[src/rtl/shift_rotate_unit.sv]
// Barrel shifter/rotator with valid/ready handshake: ROL/SLL/ROR/SRL/SRA on a WIDTH-bit operand,
// either one output register (PIPE=0) or one register per power-of-two shift stage (PIPE=1).
module shift_rotate_unit #(
  parameter int WIDTH = 16,
  parameter int PIPE  = 1
) (
  input  logic                       clk,
  input  logic                       rst,
  input  logic                       in_valid,
  output logic                       in_ready,
  input  logic [WIDTH-1:0]           in_data,
  input  logic [$clog2(WIDTH)-1:0]   in_cnt,
  input  logic [2:0]                 in_op,
  output logic                       out_valid,
  input  logic                       out_ready,
  output logic [WIDTH-1:0]           out_data,
  output logic                       out_zero,
  output logic                       out_err
);

  localparam int CNT_W = $clog2(WIDTH);
  localparam int NREG  = (PIPE != 0) ? CNT_W : 1;

  // One power-of-two move; SRA fills from the sign captured at issue, not the current MSB.
  function automatic logic [WIDTH-1:0] stage_fn(input logic [WIDTH-1:0] d,
                                                input logic [2:0]       op,
                                                input logic             sgn,
                                                input logic             en,
                                                input int               sh);
    logic [WIDTH-1:0] fill;
    fill     = sgn ? ~({WIDTH{1'b1}} >> sh) : '0;
    stage_fn = d;
    if (en) begin
      case (op)
        3'b000:  stage_fn = (d << sh) | (d >> (WIDTH - sh));
        3'b001:  stage_fn = d << sh;
        3'b010:  stage_fn = (d >> sh) | (d << (WIDTH - sh));
        3'b011:  stage_fn = d >> sh;
        3'b100:  stage_fn = (d >> sh) | fill;
        default: stage_fn = d;
      endcase
    end
  endfunction

  logic [NREG-1:0]  v_q;
  logic [WIDTH-1:0] d_q   [NREG];
  logic [2:0]       op_q  [NREG];
  logic [CNT_W-1:0] cnt_q [NREG];
  logic [NREG-1:0]  sgn_q;
  logic             zero_q;
  logic             err_q;

  logic [NREG-1:0]  src_v;
  logic [WIDTH-1:0] src_d   [NREG];
  logic [2:0]       src_op  [NREG];
  logic [CNT_W-1:0] src_cnt [NREG];
  logic [NREG-1:0]  src_sgn;
  logic [WIDTH-1:0] nxt_d   [NREG];
  logic [NREG-1:0]  adv;

  // A slot stalls only when it and every slot after it is full and the output is blocked.
  always_comb begin
    logic full;
    full = 1'b1;
    adv  = '0;
    for (int j = NREG - 1; j >= 0; j--) begin
      full   = full & v_q[j];
      adv[j] = out_ready | ~full;
    end
  end

  always_comb begin
    src_v[0]   = in_valid;
    src_d[0]   = in_data;
    src_op[0]  = in_op;
    src_cnt[0] = in_cnt;
    src_sgn[0] = in_data[WIDTH-1];
    for (int j = 1; j < NREG; j++) begin
      src_v[j]   = v_q[j-1];
      src_d[j]   = d_q[j-1];
      src_op[j]  = op_q[j-1];
      src_cnt[j] = cnt_q[j-1];
      src_sgn[j] = sgn_q[j-1];
    end
  end

  // Slot j applies only stage j when pipelined, or the whole LSB-first chain otherwise.
  always_comb begin
    logic [WIDTH-1:0] t;
    t = '0;
    for (int j = 0; j < NREG; j++) begin
      t = src_d[j];
      for (int k = 0; k < CNT_W; k++)
        t = stage_fn(t, src_op[j], src_sgn[j], src_cnt[j][k] && (PIPE == 0 || k == j), 1 << k);
      nxt_d[j] = t;
    end
  end

  always_ff @(posedge clk or posedge rst) begin
    if (rst) begin
      v_q    <= '0;
      sgn_q  <= '0;
      zero_q <= 1'b0;
      err_q  <= 1'b0;
      for (int j = 0; j < NREG; j++) begin
        d_q[j]   <= '0;
        op_q[j]  <= '0;
        cnt_q[j] <= '0;
      end
    end else begin
      for (int j = 0; j < NREG; j++) begin
        if (adv[j]) begin
          v_q[j] <= src_v[j];
          if (src_v[j]) begin
            d_q[j]   <= nxt_d[j];
            op_q[j]  <= src_op[j];
            cnt_q[j] <= src_cnt[j];
            sgn_q[j] <= src_sgn[j];
          end
        end
      end
      if (adv[NREG-1] && src_v[NREG-1]) begin
        zero_q <= (nxt_d[NREG-1] == '0);
        err_q  <= (src_op[NREG-1] > 3'd4);
      end
    end
  end

  // The last slot's control fields have no consumer; flags are kept in zero_q/err_q instead.
  logic unused_meta;
  assign unused_meta = ^{op_q[NREG-1], cnt_q[NREG-1], sgn_q[NREG-1]};

  assign in_ready  = adv[0] & ~rst;
  assign out_valid = v_q[NREG-1];
  assign out_data  = d_q[NREG-1];
  assign out_zero  = zero_q;
  assign out_err   = err_q;

endmodule

[config.mk]
export PLATFORM = sky130hd
export DESIGN_NAME = shift_rotate_unit
export DESIGN_NICKNAME = d
export VERILOG_FILES = /design/src/rtl/shift_rotate_unit.sv
export SDC_FILE = /design/constraint.sdc
export NUM_CORES = 1
export LEC_CHECK = 0
export ABC_AREA = 1
export BUFFER_PORTS_ARGS = -buffer_cell sky130_fd_sc_hd__buf_4
export CORE_ASPECT_RATIO = 1.5
export CORE_UTILIZATION = 44
export CTS_BUF_LIST = sky130_fd_sc_hd__clkbuf_4
export DETAILED_ROUTE_END_ITERATION = 10
export GPL_TIMING_DRIVEN = 0
export PLACE_DENSITY_LB_ADDON = 0.2
export SYNTH_ARGS = -nofsm -noshare
export SYNTH_HDL_FRONTEND = slang
export SYNTH_SLANG_ARGS = --single-unit
[constraint.sdc]
create_clock -name clk -period 3.1 [get_ports clk]
set_input_delay 0.62 -clock clk [delete_from_list [all_inputs] [get_ports clk]]
set_output_delay 0.62 -clock clk [all_outputs]
set_load 0.05 [all_outputs]
==> results of run 1 <==
metal layers:
layer | share of wire [%] | up-vias | global-route usage [%] | wire, um
met5 | 0 | - | 0 | 0
met1 | 35 | 2023 | 21.79 | 4316
met4 | 5.3 | 0 | 15.62 | 655
li1 | - | 2147 | - | -
met2 | 57 | 118 | 47.56 | 7082
met3 | 2.9 | 45 | 4.048 | 365
synth_stat cells, types with 4 or more instances:
cell,n,area share (%)
nand2_1,134,10
dfrtp_1,88,46
inv_1,72,5.6
o21ai_0,49,5.1
o21ai_1,37,3.8
a21oi_1,36,3.7
o22ai_1,25,3.2
o221ai_1,20,3.6
buf_4,19,3.0
nand3_1,18,1.9
nor2_1,18,1.4
o211ai_1,17,2.6
inv_2,12,0.93
buf_2,11,1.1
clkbuf_1,8,0.62
a31oi_1,5,0.65
nand4_1,5,0.65
nor2_4,4,0.93
critical path: stages, from the launching register on:
cell,delay [ns]
dfrtp_1,0.45
nand3_2,0.15
nor2_4,0.15
a21oi_1,0.08
buf_4,0.19
flip-flops by register name (all words and copies together) (netlist names):
name      count
cnt_q         6
sgn_q         3
v_q           4
out_data     16
op_q          9
d_q          48
out_err       1
out_zero      1
where the power goes:
group          switching [mW]  total, mW  leakage [nW]  internal (mW)
registers               0.285       1.83          1.09           1.54
clock network           0.384      0.622        0.0684          0.238
logic                    1.63       2.48          1.50          0.854
total                    2.30       4.93          2.66           2.63
stage by stage:
step                      utilization (%)  TNS [ns]  power (mW)
after CTS                           51.89         0       4.930
final                               51.91         0       4.932
after global routing                51.91         0       5.325
after floorplan                         -         0       3.644
after global placement              50.45    -61.41       4.262
after detailed placement            50.66         0       4.312
final cells by class:
type | instances | area share (%)
well taps | 144 | 3.277
diodes | 1 | 0.04552
clock inverters | 7 | 1.138
repair buffers | 47 | 6.645
clock buffers | 9 | 1.229
flip-flops and latches | 88 | 40.05
multi-input cells | 389 | 36.71
plain buffers | 43 | 5.121
inverters | 84 | 5.781
how the worst max path moves through the flow:
stage               slack [ns]          end  cells past startpoint       from
detailed placement        1.09     in_ready                      6  out_ready
global placement         -0.70  out_data[5]                      2        rst
finish                    1.01     in_ready                      4     v_q[3]
floorplan                 0.20    cnt_q[10]                      1        rst
global route              0.91     in_ready                      4     v_q[3]
CTS                       0.99     in_ready                      4     v_q[3]
cell families (layout without fill, tap and decap cells):
logic type | Yosys count | in the layout | share of synthesized area [%]
AOI/OAI and AO/OA | 196 | 196 | 24.31
buffers and inverters | 127 | 190 | 12.39
DFF | 88 | 88 | 45.71
other | 0 | 1 | 0
and+or+nand+nor | 193 | 193 | 17.58
==> results list, run 1 <==
* Filler cells: between 1000 and 1500
- In this run the power density over the cells is roughly 900 mW/mm2.
- The number of setup buffers added after CTS is 0.
* Sum of routed wire length over all layers: 12.42 mm
- The run finished with clean final reports.
- Proportion of layout cells with a drive suffix above 1: 19.19%
- Reg-to-reg slack, setup: 1.39 ns
- After clock tree synthesis, the clock-pin slew on the worst setup and hold paths is 0.13 ns.
* Detailed-route vias per instance: 5.336
- Cell area after placement: 0.005365 mm2
- Type of the most critical hold path: in -> async
* Gp weighted congestion: 0.9588
- Final clock skew: 0.01544 ns
- The die covers 0.01138 mm2.
- Once placement completed, the tool counted placed cells totaling 795.
- The first routing iteration left 213 violations.
- Number of hold buffers added after cts: 0
- Number of antenna violations at the first check in global routing: 1
- Global routing finished with a remaining overflow of 0.
- The initial utilization of the core area, before any placement, comes to 45.49%.
* Critical register-to-register path endpoint: d_q[24]
- Layout-stage area growth over the synthesis result: 14.13%
- Post-cts sizing count: 0
* Combined flip-flop and latch cell area: about 0.0022 mm2
- Overall Global Routing Usage: about 24%
- Final Hold Vio Count: 0
* TritonCTS clock tree: built
* Maximum frequency from static timing analysis: ~480 MHz
- The worst setup path is captured at an output pin.
* Root Buffer Master: clkbuf_4
- OpenSTA, run right after detailed placement, puts the worst setup slack at 1.087 ns.
* Count of non-filler cells in the finished layout: 812
- Warning count from the yosys run: 0
* Share of synthesized area occupied by flip-flops and latches: 45.71%
* Finish-stage setup viols: 0
- Slew margin rel.: 64.65%
- Syn Area/Cell: roughly 8 um2
- During I/O placement, the number of pins put on the boundary was between 40 and 50.
* Max-slew violations: 0
* Maximum number of pins on one net before global-route repair: 47
- Insertion delay of the later-clocked pin in the worst-skew pair: around 0.45 ns
- The library cell used most frequently in the layout, excluding fill and tap cells, is nand2_1.
* Count of cell types in the netlist: 33
* Number of remaining DRC errors: 0
- Data on the critical path arrives at its endpoint at 1.47 ns.
- Min cycle time layout: 2.094 ns
* Post-Synthesis Net Count: 631
* Detailed placer's ending HPWL: 9.779 mm
- After synthesis, the share of flip-flops with an asynchronous set or reset is 100.0%.
- Deepest level of the CTS H-tree: 3
- CTS Buf Count: 9
* Floorplan core area: about 0.011 mm2
- Wire length of the first global-routing pass: 20.68 mm
- Post-synthesis cell count: 604
* Final worst hold slack: 0.2056 ns
- In this run the critical register-to-register path is launched from op_q[6].
- Final WS setup: 1.006 ns
- The number of global-route vias before repair is 4415.
* Number of violations of the max-capacitance limit: 0
* Static power due to leakage: 2.658 nW
- The multi-input combinational cells in the finished layout cover a total of 0.002018 mm2.
- Number of port buffers: 46
* Initial DRT Pass Iterations: 4
- Number of storage elements in the synthesis netlist: 88
* Sinks on the clock net: 88
- Buffers from clock root to sink, at most: 2
- The worst setup path is launched from a register.
* Total number of placement rows: 46
* Maximum fanout along the worst path: 4
- In this run the vertical extent of the chip is 130.2 um.
- Peak VDD IR: 0.2369 mV
- Die X: about 87 um
- After synthesis the cells add up to 0.004817 mm2.
* Worst slew pin tran: 0.5262 ns
- For the worst flop-to-flop path, the logic depth is 7.
- EDFF count, synth: 0
* Critical path required time: 2.48 ns
* WS Path Type: reg -> out
- Final instance area: roughly 0.0055 mm2
* Period utilisation layout: 67.54%
* Antenna viol nets, final: 0
- Wire length per cell after detailed routing: 15.29 um
- For this run, the leading register cell type out of synthesis is dfrtp_1.
- In the final design database the tool counted just under 700 nets.
- Setup repair after global routing left no endpoint under its margin.
- Summing over every cut layer, the via total after detailed routing is 4333.
- Most frequent cells in the layout: nand2_1 (134), dfrtp_1 (88), inv_1 (71)
Note: power is estimated with default switching activity, not from simulation.
==> inputs of run 2 (changes only) <==
clock period = 1.7 ns   (was 3.1 ns; I/O delays follow)
==> results list, run 2 (synthesis results as in run 1) <==
* Status: completed
* Floorplan core area: 0.01059 mm2 (unchanged)
* Reg-to-reg startpoint: v_q[2]
* Final Hold Vio Count: 0 (unchanged)
- The chip width came to 87.43 um (unchanged).
- Clock edge transition at the registers on the reported setup and hold paths: 0.13 ns (about the same)
- The root buffer cell chosen for the clock tree is clkbuf_4.
- The worst setup slack for register-to-register paths was 0.04 ns (-1.35 ns).
- The number of I/O pins came to 47 (unchanged).
- Cell with the largest stage delay on the worst path: dfrtp_1
- Finish-stage setup viols: 0 (unchanged)
- Unrepaired setup endpoints after global routing: yes
- Total number of placement rows: 46 (unchanged)
- For hold timing, the worst endpoint is cnt_q[13].
- The detailed-route wire length is 12.55 mm (+1.1%).
- Cells along the critical path: nand3_4 > nor2_4 > a21oi_2 > buf_6
* Via count: 4386 (+1.2%)
* Worst slew pin tran: 0.4910 ns (-0.03523 ns)
* Post-layout utilization of the core: 53.51% (+1.6 points)
* Filler cells: 1036 (-6.8%)
* Hold depth: 3
- Endpoint class of the critical path: output pin
- Number of remaining DRC errors: 0 (unchanged)
* Initial core utilization: 45.49% (unchanged)
- Number of global-route vias before repair: 4246 (-3.8%)
- The residual overflow from global routing was 0 (unchanged).
- Global-route track usage on met3: 2.846% (-1.2 points)
* Power density of the placed cells: 1635 mW/mm2 (+82%)
* Grt peak-use layer: met2
- Wire length of the first global-routing pass: 20.31 mm (-1.8%)
- Combined flip-flop and latch cell area: 0.002202 mm2 (unchanged)
- Detailed placer's ending HPWL: 9.836 mm (+0.57%)
* Met2 track demand over resource in global routing: 48.16% (+0.60 points)
- Slew margin rel.: 67.27% (+2.6 points)
- Static power due to leakage: 2.733 nW (+2.8%)
* Slowest cell delay on critical path: 0.43 ns (-0.02 ns)
- Net count, final: 698 (+1.3%)
* Number of antenna violations at the first check in global routing: 1 (unchanged)
* Type of the most critical hold path: in -> reg
* R2R cell count: 6 (-1)
* Proportion of layout cells with a drive suffix above 1: 21.89% (+2.7 points)
- Period utilisation layout: 97.95%
- Buffers from clock root to sink, at most: 2 (unchanged)
* Sinks on the clock net: 88 (unchanged)
- The number of max-capacitance violations reported was 0 (unchanged).
- CTS Buf Count: 9 (unchanged)
- Deepest level of the CTS H-tree: 3 (unchanged)
- TritonCTS built the clock tree.
- Count of buffering cells on the critical path with inverters included: 1 (unchanged)
- The worst-path maximum fanout is 4 (unchanged).
* Number of DRC markers after the initial detailed-route iteration: 285 (+34%)
* Insertion delay of the later-clocked pin in the worst-skew pair: 0.45 ns (about the same)
- The die area came to 0.01138 mm2 (unchanged).
- Launching element type of the critical path: register
* Gp weighted congestion: 0.9568 (-0.21%)
- Derived from the worst setup path, the maximum achievable clock frequency is roughly 600 MHz.
- Startpoint of the most critical hold path: in_cnt[1]
- Overall Global Routing Usage: 23.73% (-0.31 points)
- Critical register-to-register path endpoint: d_q[32]
- The final cell area excluding filler cells was 0.005667 mm2 (+3.1%).
- Placed cells: 796 (+0.13%)
- Initial DRT Pass Iterations: 7 (+3)
* Maximum number of pins on one net before global-route repair: 46 (-2.1%)
- The data required time of the worst path was 1.36 ns (-1.12 ns).
* Peak VDD IR: 0.4414 mV (+86%)
- Leaving out fill and tap cells, the most frequent cells in the layout are nand2_1 (132), dfrtp_1 (88), inv_1 (71).
- Flip-flop count of the largest register, all copies and words added: 48 (unchanged)
* Aggregate negative setup slack: 0 ns (unchanged)
- Final clock skew: 0.01265 ns (-0.002788 ns)
- The number of nets still failing antenna checks after routing is 0 (unchanged).
- Number of port buffers: 46 (unchanged)
- The wire length per cell came to 15.29 um (about the same).
* Min cycle time layout: between 1.5 and 2 ns
- WS Path Type: reg -> out
- Multi-input logic area: 0.002059 mm2 (+2.0%)
- Total power of the final layout: 9.265 mW (+88%)
- Most common cell after layout, fill and taps aside: nand2_1
* Worst path top cell family by delay: flip-flops
* Register ranked first by flip-flop count: d_q
* Cell area after placement: 0.005390 mm2 (+0.47%)
- The die boundary height is 130.2 um (unchanged).
- Max-slew violations: 0 (unchanged)
* Count of non-filler cells in the finished layout: 821 (+1.1%)
- The global-route track usage on met1 came to 21.85% (+0.059 points).
* Detailed-route vias per instance: 5.342 (+0.11%)
- Layout-stage area growth over the synthesis result: 17.64%
- The endpoint arrival time on the critical path was 1.33 ns (-0.14 ns).
==> run 2: cell types whose count changed in the layout (fill, tap and decap cells not counted), moves of 2 or more <==
cell      delta
nand2_1      -2
clkbuf_4     +2
clkbuf_1     -3
buf_2        -2
clkbuf_2     +2
buf_4        +5
a21oi_1      -4
nand2_2      +2
a21oi_2      +4
buf_6        +2
==> run 2: timing repair <==
| item | 4_1_cts | 5_1_grt |
|---|---|---|
| buffers inserted | 2 | 5 |
| endpoints found under the hold margin | 68 | 0 |
| endpoints found under the setup margin | 1 | 20 |
| gates cloned | 0 | 0 |
| resized for setup | 1 | 20 |
| pin swaps | 2 | 1 |
| hold buffers | 1 | 0 |
==> run 2: final cells by class <==
| class | count | area share, % |
|---|---|---|
| Buffer | 43 | 5.167 |
| Multi-Input combinational cell | 389 | 36.34 |
| Clock inverter | 7 | 1.524 |
| Tap cell | 144 | 3.180 |
| Inverter | 84 | 5.719 |
| Timing Repair Buffer | 56 | 7.971 |
| Clock buffer | 9 | 1.192 |
| Sequential cell | 88 | 38.86 |
| Antenna cell | 1 | 0.04416 |
==> run 2: where the power goes <==
group	leakage [nW]	switching [mW]	internal, mW	total, mW
Clock	0.0848	0.689	0.584	1.27
Combinational	1.56	3.02	1.64	4.66
Sequential	1.09	0.516	2.81	3.33
Total	2.73	4.23	5.04	9.27
==> run 2: through the flow <==
stage                     hold slack (ns)  setup slack (ns)
after floorplan                    0.4385           0.01391
after global placement             0.4611           -0.2028
after detailed placement           0.2570         -0.007373
after CTS                         0.04855         -0.001492
after global routing              0.07240          -0.03300
final                             0.06987           0.03485
==> run 2: per-layer routing <==
layer	up-vias	wire, um
li1	2170	-
met1	2041	4313
met2	129	7256
met3	46	346
met4	0	634
met5	-	0
==> run 2: worst max-delay path by stage <==
stage | to | from | depth (start not counted)
2_1_floorplan | d_q[48] | v_q[3] | 8
3_3_place_gp | out_data[7] | rst | 2
3_5_place_dp | d_q[35] | out_ready | 10
4_1_cts | in_ready | v_q[2] | 4
5_1_grt | in_ready | v_q[3] | 4
6_report | in_ready | v_q[2] | 4
==> run 2: worst min-delay path: cells and delay by family <==
kind / cells / cell delay, ns
simple gates: 2 / 0.08
buf+inv: 1 / 0.08
